**src/rtl/shr_out_stage.sv**
```systemverilog
// shr_out_stage: registered elastic stage after the right-shifter; adds zero/shift_out_all flags.
// Latency: 1 cycle from input accept to out_valid when empty; 1 entry/cycle sustained throughput.
// Backpressure: 2-entry skid (main + skid); in_ready is registered and drops only when both are full.
// Optional: define SHR_OUT_STATS_EN to add a 16-bit wrapping output-transfer counter (xfer_count).
module shr_out_stage #(
  parameter int DATAWIDTH = 2
) (
  input  logic                 Clk,
  input  logic                 Rst,
  input  logic                 in_valid,
  output logic                 in_ready,
  input  logic [DATAWIDTH-1:0] d_in,
  input  logic [DATAWIDTH-1:0] sh_amt_in,
  output logic                 out_valid,
  input  logic                 out_ready,
  output logic [DATAWIDTH-1:0] d_out,
  output logic                 zero,
  output logic                 shift_out_all
`ifdef SHR_OUT_STATS_EN
  ,
  output logic [15:0]          xfer_count
`endif
);

  // Compare width wide enough to hold both the shift amount and DATAWIDTH itself,
  // so the threshold test never truncates either operand.
  localparam int CW = (DATAWIDTH > 32) ? DATAWIDTH : 32;
  localparam logic [CW-1:0] SHIFT_LIMIT = CW'(DATAWIDTH);

  typedef struct packed {
    logic [DATAWIDTH-1:0] d;
    logic                 zero;
    logic                 soa;
  } entry_t;

  typedef enum logic [1:0] {
    ST_EMPTY = 2'd0,
    ST_HALF  = 2'd1,
    ST_FULL  = 2'd2
  } state_t;

  state_t  state_q;
  entry_t  main_q;
  entry_t  skid_q;
  entry_t  in_ent_d;
  logic    out_valid_q;
  logic    in_ready_q;
  logic    in_xfer;
  logic    out_xfer;
  logic [CW-1:0] amt_ext;

  // Build the entry to capture: result plus both flags derived at capture time.
  always_comb begin
    amt_ext       = CW'(sh_amt_in);
    in_ent_d.d    = d_in;
    in_ent_d.zero = (d_in == '0);
    in_ent_d.soa  = (amt_ext >= SHIFT_LIMIT);
  end

  // Handshake qualification; in_ready/out_valid are the registered copies so neither side sees a comb path.
  always_comb begin
    in_xfer  = in_valid && in_ready_q;
    out_xfer = out_valid_q && out_ready;
  end

  // Skid-buffer FSM: state, storage and registered handshake outputs updated together.
  always_ff @(posedge Clk) begin
    if (Rst) begin
      state_q     <= ST_EMPTY;
      main_q      <= '0;
      skid_q      <= '0;
      out_valid_q <= 1'b0;
      in_ready_q  <= 1'b1;
    end else begin
      case (state_q)
        ST_EMPTY: begin
          if (in_xfer) begin
            main_q      <= in_ent_d;
            state_q     <= ST_HALF;
            out_valid_q <= 1'b1;
            in_ready_q  <= 1'b1;
          end
        end
        ST_HALF: begin
          if (in_xfer && !out_xfer) begin
            // Consumer stalled: park the new entry behind main and close the input.
            skid_q      <= in_ent_d;
            state_q     <= ST_FULL;
            out_valid_q <= 1'b1;
            in_ready_q  <= 1'b0;
          end else if (out_xfer && !in_xfer) begin
            state_q     <= ST_EMPTY;
            out_valid_q <= 1'b0;
            in_ready_q  <= 1'b1;
          end else if (in_xfer && out_xfer) begin
            main_q      <= in_ent_d;
          end
        end
        ST_FULL: begin
          // in_ready is low here, so only the output side can move.
          if (out_xfer) begin
            main_q      <= skid_q;
            state_q     <= ST_HALF;
            out_valid_q <= 1'b1;
            in_ready_q  <= 1'b1;
          end
        end
        default: begin
          state_q     <= ST_EMPTY;
          out_valid_q <= 1'b0;
          in_ready_q  <= 1'b1;
        end
      endcase
    end
  end

  assign in_ready      = in_ready_q;
  assign out_valid     = out_valid_q;
  assign d_out         = main_q.d;
  assign zero          = main_q.zero;
  assign shift_out_all = main_q.soa;

`ifdef SHR_OUT_STATS_EN
  logic [15:0] xfer_count_q;

  // Count accepted outputs; natural 16-bit wrap.
  always_ff @(posedge Clk) begin
    if (Rst) begin
      xfer_count_q <= '0;
    end else if (out_xfer) begin
      xfer_count_q <= xfer_count_q + 16'd1;
    end
  end

  assign xfer_count = xfer_count_q;
`endif

endmodule

```
**config.mk**
```make
export PLATFORM = sky130hd
export DESIGN_NAME = shr_out_stage
export DESIGN_NICKNAME = d
export VERILOG_FILES = /design/src/rtl/shr_out_stage.sv
export SDC_FILE = /design/constraint.sdc
export NUM_CORES = 1
export LEC_CHECK = 0
export ABC_AREA = 1
export BUFFER_PORTS_ARGS = -buffer_cell sky130_fd_sc_hd__buf_2
export CAP_MARGIN = 20
export CORE_MARGIN = 5
export CORE_UTILIZATION = 48
export DETAILED_ROUTE_END_ITERATION = 8
export PLACE_DENSITY = 0.71
export SYNTH_ARGS = -nofsm -noshare
export SYNTH_HDL_FRONTEND = slang
export SYNTH_SLANG_ARGS = --single-unit
```
**constraint.sdc**
```tcl
create_clock -name Clk -period 1.7 [get_ports Clk]
set_clock_uncertainty 0.2 [all_clocks]
set_input_delay 0.085 -clock Clk [delete_from_list [all_inputs] [get_ports Clk]]
set_output_delay 0.085 -clock Clk [all_outputs]
set_load 0.03 [all_outputs]
```
* Word level (Yosys, flattened, before mapping)
Cells that the tools add are included.
Widths: inputs -> output; s select.
** Storage, ports and cells
- Register bits :: 12
- Input bits :: 8
- Output and inout port bits :: 6
- Logic and storage cells :: 50
** Cells by class
- Order comparisons :: 1
- Eq/ne operators :: 8
- Muxes and demuxes :: 19
- Reductions and logical operators :: 13
** Operators with widths (count)
- $mux 4 :: 5
- $pmux 4 s3 :: 1
- $ne 2x2->1 const B :: 5
- $mux 2 :: 4
- $mux 1 :: 6
- $pmux 1 s3 :: 2
- $pmux 2 s3 :: 1
- $reduce_and 6->1 :: 1
- $logic_and 1x1->1 :: 5
- $logic_not 2->1 :: 2
- $ne 3x3->1 const B :: 1
- $reduce_and 3->1 :: 1
- $reduce_bool 3->1 :: 1
- $eq 2x1->1 const B :: 1
- $eq 2x2->1 const B :: 1
- $ge 2x2->1 const B :: 1
- $logic_not 1->1 :: 2
- $reduce_and 2->1 :: 1

* Longest topological paths before layout
Gate-level depths: netlist (run 1).
- Depth in word-level cells :: 6
- Depth in mapped cells :: 9
- Mapped depth without buffers :: 9

* Least setup slack after synthesis (run 1)
Ideal clock, no wire load.
- Kind :: register -> register
- Start :: reg in_ready_q (netlist: in_ready)
- End :: reg main_q (netlist bit d_out[0])
- Setup time :: 0.115 ns
- Arrival time :: 1.413 ns
- Data required time :: 1.385 ns
- Setup slack :: -0.028 ns
- Stages on the path, launching flop included :: 9
- Buffers on the path :: 0
- Clock period less this slack :: 1.728 ns
- Cells stage by stage :: dfxtp_1 -> nand2_1 -> inv_1 -> ha_1 -> nor2_1 -> nand3_1 -> nand2_2 -> a21oi_1 -> nor2_1
** On the way
- Longest elaborated chain between the ends :: 5
- Elaborated cells between the ends (all ways) :: 10
- Classes of those cells :: 4 x eq/ne; 6 x reduce/logical
** Ends and longest elaborated chain
- start, declared :: line 47 : logic in_ready_q;
- start signal, assigned :: line 73 : in_ready_q <= 1'b1;
- start signal, assigned :: line 81 : in_ready_q <= 1'b1;
- start signal, assigned :: line 90 : in_ready_q <= 1'b0;
- $logic_and 1x1->1 * :: line 62 : in_xfer = in_valid && in_ready_q;
- $logic_not 1->1 :: line 91 : end else if (out_xfer && !in_xfer) begin
- $logic_and 1x1->1 :: line 91
- $ne 2x2->1 (no source line)
- $reduce_and 6->1 (no source line) *
- end signal, assigned :: line 78 : main_q <= in_ent_d;
- end signal, assigned :: line 96 : main_q <= in_ent_d;
- end signal, assigned :: line 102 : main_q <= skid_q;
- end, declared :: line 43 : entry_t main_q;
Every way passes the cells marked *; elsewhere a longest branch is shown, timed or not.
A chain may end at the register's enable or synchronous reset.

* Worst setup path in the final report (run 1)
- Start :: reg out_valid_q (netlist: out_valid)
- End :: reg out_valid_q (netlist: out_valid)
** On the way
- Longest elaborated chain between the ends :: 5
- Elaborated cells between the ends (all ways) :: 9
- Classes of those cells :: 2 x eq/ne; 2 x mux; 5 x reduce/logical
** Ends and longest elaborated chain
- start, declared :: line 46 : logic out_valid_q;
- start signal, assigned :: line 72 : out_valid_q <= 1'b0;
- start signal, assigned :: line 80 : out_valid_q <= 1'b1;
- start signal, assigned :: line 89 : out_valid_q <= 1'b1;
- $logic_and 1x1->1 * :: line 63 : out_xfer = out_valid_q && out_ready;
- $logic_not 1->1 :: line 85 : if (in_xfer && !out_xfer) begin
- $logic_and 1x1->1 :: line 85
- $ne 3x3->1 (no source line) or $mux 1 (tied branches)
- $reduce_and 3->1 (no source line) or $pmux 1 s3 (tied branches)
Marks and branches as above.

==> flow_summary_export.csv, run 1 <==
group,metric,value,unit
worst_setup_path,rr_worst_depth,7,
cts,tritoncts,"yes",
drt,post_drt_via_cell_ratio,4.70,
floorplan,core_region_area,1300,µm²
status,outcome,"finished clean",
pwr,comb_power_share,53.0,%
final_layout,nets,129,
place,placement.io_buffers,12,
timing,worst-slew-pin-transition,218,ps
synthesis,synth_fp_nets,107,
cts,htree_levels,1,
worst_setup_path,endpoint_kind,"flop",
synthesis,synth-async-reset-ratio,0,%
final_layout,layout-drive-gt1-share,27.4,%
synthesis,yosysMostFrequentCell,"nand2_1",
synthesis,post-synth-top-area-cell,"dfxtp_1",
pwr,p_clk_share,16.7,%
synthesis,muxShareOfSynthArea,0,%
final_layout,finalNonFillerCells,132,
floorplan,ioPinCount,14,
synthesis,syn_area,666,µm²
global_route,grt_start_max_net_pins,10,
worst_setup_path,worst-endpoint-required,1720,ps
synthesis,number_of_different_library_cells_in_the_post_synthesis_netlist,14,
cts,clk_pin_slew,80,ps
synthesis,synth-compound-area-share,7.52,%
synthesis,synth_top_flop_cell,"dfxtp_1",
synthesis,ys_warn_count,0,
pwr,swShare,46.7,%
timing,crit_path_setup_slack_layout,150,ps
floorplan,die-height,47.2,µm
cts,cts_buffer_depth,2,
synthesis,yosys_register_bits,12,
worst_setup_path,critical_path_peak_fanout,3,
drt,drt_pre_antenna_iters,4,
place,total_instance_count_after_detailed_placement,124,
drt,routedWlPerCell,10.7,µm
cts,ctsRootBufferMaster,"clkbuf_4",
cts,clk-insertion-delay-late,280,ps
floorplan,dieArea,2230,µm²
synthesis,xor_xnor_fraction_of_synth_area,0,%
timing,report.final.setup_viol,0,
synthesis,post_synth.cell_area_avg,6.93,µm²
timing,slew_viol_final,0,
synthesis,synthesis.instances,96,
timing,fin_crit_sh,91.2,%
job,max_cap_viol_count,0,
pwr,vdd.ir_drop.worst,975,µV
synthesis,number_of_enable_flip_flop_cells_after_synthesis,0,
timing,worst_slew_margin_rel,85.3,%
cts,clkSinkCount,12,
drt,wirelength,1.41,mm
floorplan,rows,13,
timing,setup-tns-final,0,ps
global_route,global_route_wire_length_before_repair,2.32,mm
synthesis,synthTopCellsByArea,"dfxtp_1 (36%), nand2_1 (14%), nand3_1 (11%)",
hold_path,worstHoldPathCells,5,
drt,post-route-drc-count,0,
pwr,internal_power,0.745,mW
timing,hold_violations,0,
synthesis,synth-seq-area-share,36.1,%
timing,layout_min_cycle_time,1550,ps
floorplan,start_util,51.2,%
synthesis,synth_top_family_by_area,"simple AND/OR/NAND/NOR gates",
timing,setup_repair_after_global_routing_missed_its_margin,"false",
drt,detail_route.iter0.violations,10,
timing,finalHoldWorstSlack,37.7,ps
drt,dr_total_vias,621,
synthesis,synth_largest_type_area_fraction,36.1,%
timing,max_clock_freq,0.645,GHz
cts,cts_setup_buffers,0,
global_route,grt_use_total,15.0,%
drt,postRouteAntennaNets,0,
synthesis,synth_simple_gate_area_share,41.7,%
pwr,pwr-share-seq,30.4,%
worst_setup_path,timing.setup.critical_path_class,"reg -> reg",
place,place_hpwl,1.03,mm
worst_setup_path,timing.critical_path.arrival,1570,ps
pwr,cellLeakagePower,0.435,nW
pwr,p_total,1.40,mW
hold_path,hold_class,"in -> reg",
pwr,cellPowerDensity,1670,nW/µm²
worst_setup_path,crit_path_start_kind,"flop",
place,place_worst_setup_slack,124,ps
final_layout,antenna_cells_inserted,0,
floorplan,chipWidth,47.2,µm
cts,number_of_buffers_inserted_during_clock_tree_synthesis,3,
global_route,initial_antenna_violation_count,0,
global_route,grt.overflow.total,0,
synthesis,netlist_top_cells_count,"nand2_1 (24), nand3_1 (15), dfxtp_1 (12)",
synthesis,synth_fa_ha_area_share,5.64,%
final_layout,synthToLayoutAreaGrowth,26.1,%
global_route,number_of_global_route_vias_before_repair,569,
place,routabilityCongestion,0.808,
pwr,power.switching,0.654,mW
-- metal layers --
layer / wire, µm / GRT usage [%] / up-vias
li1: - / - / 349
met1: 708 / 19.5 / 255
met2: 600 / 22.2 / 15
met3: 81 / 4.98 / 2
met4: 17 / 6.63 / 0
met5: 0 / 0 / -
-- placed cells by master (no fill, tap or decap) --
cell,instances
clkbuf_4,3
a21oi_1,9
o21ai_0,1
nand2_2,5
nor3b_2,1
nor2_1,9
nand3_1,15
buf_4,2
nand3_2,2
nor2_8,1
nand2_1,23
dlygate4sd3_1,4
ha_1,3
buf_2,12
clkbuf_8,1
inv_2,2
dfxtp_2,2
inv_1,11
dfxtp_1,10
nand2_4,1
-- final cells by class --
class	count	area (µm²)
Multi-Input combinational cell	70	378
Sequential cell	12	243
Clock buffer	4	36.3
Fill cell	127	462
Inverter	13	48.8
Timing Repair Buffer	18	115
Tap cell	15	18.8
-- flip-flops by register name (all words and copies together), names as in the netlist --
register / flops
d_out: 2
zero: 1
in_ready: 1
out_valid: 1
state_q: 2
shift_out_all: 1
skid_q: 4
-- worst paths after layout --
| kind | start | to | slack (ps) |
|---|---|---|---|
| max | out_valid | out_valid | 150 |
| min | in_valid | state_q[0] | 40 |
| max reg2reg | out_valid | out_valid | 150 |
| min reg2reg | skid_q[2] | skid_q[2] | 270 |
-- through the flow --
| stage | utilization (%) | area (µm²) |
|---|---|---|
| after global routing | 64.5 | 840 |
| after floorplan | - | 668 |
| after global placement | 57.7 | 751 |
| after detailed placement | 57.7 | 751 |
| final | 64.5 | 840 |
| after CTS | 63.6 | 827 |
-- worst max-delay path: stages (launching register included) --
cell	delay (ps)
dfxtp_2	330
nand2_1	130
inv_1	80
ha_1	320
inv_1	50
o21ai_0	200
a21oi_1	90
nor2_1	100
-- timing repair --
item | CTS | global route
setup endpoints to repair | 0 | 6
gates resized for setup | 0 | 3
hold buffers | 4 | 0
endpoints found under the hold margin | 5 | 0
-- power by group through the flow --
stage / Sequential (mW) / Combinational (mW) / Clock, mW
floorplan: 0.518 / 0.482 / 0
global placement: 0.423 / 0.714 / 0
detailed placement: 0.425 / 0.723 / 0
CTS: 0.420 / 0.733 / 0.240
global route: 0.437 / 0.831 / 0.261
finish: 0.425 / 0.741 / 0.233
-- cells by family (layout without fill, tap and decap cells) --
group | after synthesis | in the layout
AND/OR/NAND/NOR | 57 | 57
buffers and inverters | 14 | 35
flip-flops | 12 | 12
AO/OA/AOI/OAI | 10 | 10
adder cells (fa/ha/maj) | 3 | 3
No activity file was read; power rests on OpenSTA's default activity.
==> inputs of run 2 (changes only) <==
--- a/config.mk
+++ b/config.mk
@@ -9,7 +9,7 @@
 export BUFFER_PORTS_ARGS = -buffer_cell sky130_fd_sc_hd__buf_2
 export CAP_MARGIN = 20
 export CORE_MARGIN = 5
-export CORE_UTILIZATION = 48
+export CORE_UTILIZATION = 46
 export DETAILED_ROUTE_END_ITERATION = 8
 export PLACE_DENSITY = 0.71
 export SYNTH_ARGS = -nofsm -noshare
==> constraint.sdc (replaced) <==
create_clock -name Clk -period 1.4 [get_ports Clk]
set_clock_uncertainty 0.2 [all_clocks]
set_input_delay 0.07 -clock Clk [delete_from_list [all_inputs] [get_ports Clk]]
set_output_delay 0.07 -clock Clk [all_outputs]
set_load 0.03 [all_outputs]
==> run 2 against run 1 <==
  * Clock-buffer cell count unchanged
  * Critical path type unchanged
  * Final cell count grew 7.6%
  * Sequential power increased by 29%
  * Fmax is 3.7% higher
  * The run now ends with negative hold slack, negative setup slack left
  * Utilization up 14 points
  * Power is 49% higher
  * Global-route usage grew 3.6 points
  * Via count is 17% higher
  * Die area grew 3.4%
  * Worst setup slack got worse by 250 ps
  * Sequential cell count unchanged
  * Non-clock buffer count grew 9
  * Largest cell class unchanged
==> flow_summary_export.csv, run 2 (same netlist as run 1, synthesis figures left out) <==
group,metric,value,unit
status,outcome,"finished, violations left",
status,violations,"negative hold slack, negative setup slack",
worst_setup_path,timing.rr.start,"out_valid",
floorplan,dieArea,2310,µm²
worst_setup_path,timing.critical_path.arrival,1460,ps
drt,detail_route.wirelength.met1,833,µm
timing,slew_viol_final,0,
timing,setup_repair_after_global_routing_missed_its_margin,"true",
drt,dr_total_vias,726,
cts,number_of_buffers_inserted_during_clock_tree_synthesis,3,
timing,max_clock_freq,0.669,GHz
cts,tritoncts,"yes",
floorplan,core_region_area,1330,µm²
floorplan,rows,13,
worst_setup_path,endpoint_kind,"flop",
worst_setup_path,critical_path.most_common_cell,"nand2_4",
floorplan,ioPinCount,14,
cts,ctsRootBufferMaster,"clkbuf_4",
pwr,vdd.ir_drop.worst,1300,µV
timing,crit_path_setup_slack_layout,-95.0,ps
timing,fin_crit_sh,107,%
final_layout,top_register_by_number_of_flip_flops,"skid_q",
global_route,grt_use_total,18.5,%
final_layout,layout_commonest_cell,"nand2_1",
final_layout,design_area,1050,µm²
worst_setup_path,crit_path_start_kind,"flop",
final_layout,filler_cell_count,90,
final_layout,nets,139,
global_route,initial_antenna_violation_count,0,
pwr,cellLeakagePower,0.495,nW
worst_setup_path,timing.setup.critical_path_class,"reg -> reg",
place,placement.cell_area,828,µm²
timing,finalHoldWorstSlack,-101,ps
drt,wirelength,1.82,mm
final_layout,largest_register_ffs,4,
drt,postRouteAntennaNets,0,
global_route,number_of_global_route_vias_before_repair,695,
timing,worst-slew-pin-transition,248,ps
drt,routed-wl-met3,131,µm
cts,cts_buffer_depth,2,
place,routabilityCongestion,0.840,
worst_setup_path,slowest_stage_cell_cp,"dfxtp_4",
cts,clkSinkCount,12,
cts,clk-insertion-delay-late,280,ps
worst_setup_path,timing.critical_path.buf_inv,3,
job,max_cap_viol_count,0,
final_layout,finalCoreUtilization,78.7,%
drt,post_drt_via_cell_ratio,5.11,
drt,routedWlPerCell,12.8,µm
pwr,cellPowerDensity,1990,nW/µm²
global_route,global_route_wire_length_before_repair,2.93,mm
worst_setup_path,critical_path_peak_fanout,4,
timing,report.final.setup_viol,6,
hold_path,min-delay-start,"Rst",
hold_path,hold_class,"in -> reg",
floorplan,die-height,48.0,µm
drt,detail_route.iter0.violations,31,
final_layout,multiInputGateArea,499,µm²
timing,worst_slew_margin_rel,83.4,%
worst_setup_path,max_stage_delay_on_crit_path,360,ps
global_route,grt.overflow.total,0,
cts,htree_levels,1,
final_layout,sequential_cell_area,249,µm²
global_route,grt_start_max_net_pins,9,
final_layout,antenna_cells_inserted,0,
final_layout,synthToLayoutAreaGrowth,57.7,%
timing,layout_min_cycle_time,1500,ps
worst_setup_path,worst-endpoint-required,1360,ps
cts,clk_pin_slew,80,ps
drt,post-route-drc-count,0,
floorplan,start_util,49.9,%
final_layout,layout-drive-gt1-share,45.7,%
worst_setup_path,path_delay_family,"flip-flops",
drt,top_layer_used,"met4",
drt,drt_pre_antenna_iters,4,
place,place_hpwl,1.18,mm
place,placement.io_buffers,12,
floorplan,chipWidth,48.0,µm
final_layout,layout_common_cells,"nand2_1 (19), buf_2 (12), nand3_1 (10)",
drt,detailroute.wirelength.met2,840,µm
worst_setup_path,crit_path_cell_chain,"nand2_4 > buf_6 > buf_4 > nand3_4 > nand2_4 > clkinvlp_4 > a21oi_1 > nor2_1",
timing,hold_violations,1,
worst_setup_path,start_point_of_the_critical_path,"out_valid",
-- run 2: cell count changes in the layout (fill, tap and decap cells not counted), moves of 3 or more --
cell     delta
a21oi_1     -4
a21oi_2     +4
buf_4       +6
inv_4       +3
nand2_1     -4
nand2_4     +3
nand3_1     -5
nand3_2     +3
-- run 2: worst reg2reg max path: cells and delay by family (launching register included) --
family          cells  cell delay, ps
flops               1             360
simple gates        4             340
buf+inv             3             340
compound gates      1             140
-- run 2: what timing repair did --
action / CTS / global route
setup buffers: 1 / 2
endpoints found under the setup margin: 8 / 11
cloned: 1 / 0
pin swaps: 6 / 12
gates resized for setup: 11 / 16
endpoints found under the hold margin: 5 / 6
hold buffers: 4 / 1
-- run 2: worst paths after layout --
check        slack [ps]  cells past startpoint         to
max                -100                      8   d_out[0]
min                -100                      4       zero
max reg2reg        -100                      8   d_out[0]
min reg2reg         260                      2  skid_q[1]
-- run 2: power by group --
| part | leakage, nW | switching, mW | internal, mW |
|---|---|---|---|
| Combinational | 0.381 | 0.809 | 0.501 |
| Clock | 0.0150 | 0.117 | 0.110 |
| Sequential | 0.0996 | 0.0937 | 0.457 |
-- run 2: layout make-up --
type	count	area share, %
multi-input combinational	70	47.6
sequential	12	23.7
timing repair buffer	27	18.4
inverter	13	5.36
clock buffer	4	2.50
tap	15	1.79
timing repair inverter	1	0.715
-- run 2: routing by layer --
metal  GRT usage (%)  vias to the layer above
met5               0                        -
met4            6.45                        0
met3            4.89                        2
met2            30.6                       24
met1            23.0                      331
li1                -                      369
-- run 2: metrics by stage --
step                power (mW)  hold WS (ps)  instances  setup slack (ps)  setup TNS (ps)
global placement          1.49           129        129             -53.2            -210
finish                    2.09          -101        142             -95.0            -363
global route              2.24         -89.1        142              -168            -996
CTS                       1.88         -71.0        139             -88.2            -363
detailed placement        1.52           125        129             -89.9            -463
floorplan                 1.27         -60.9         96             -22.5           -90.0
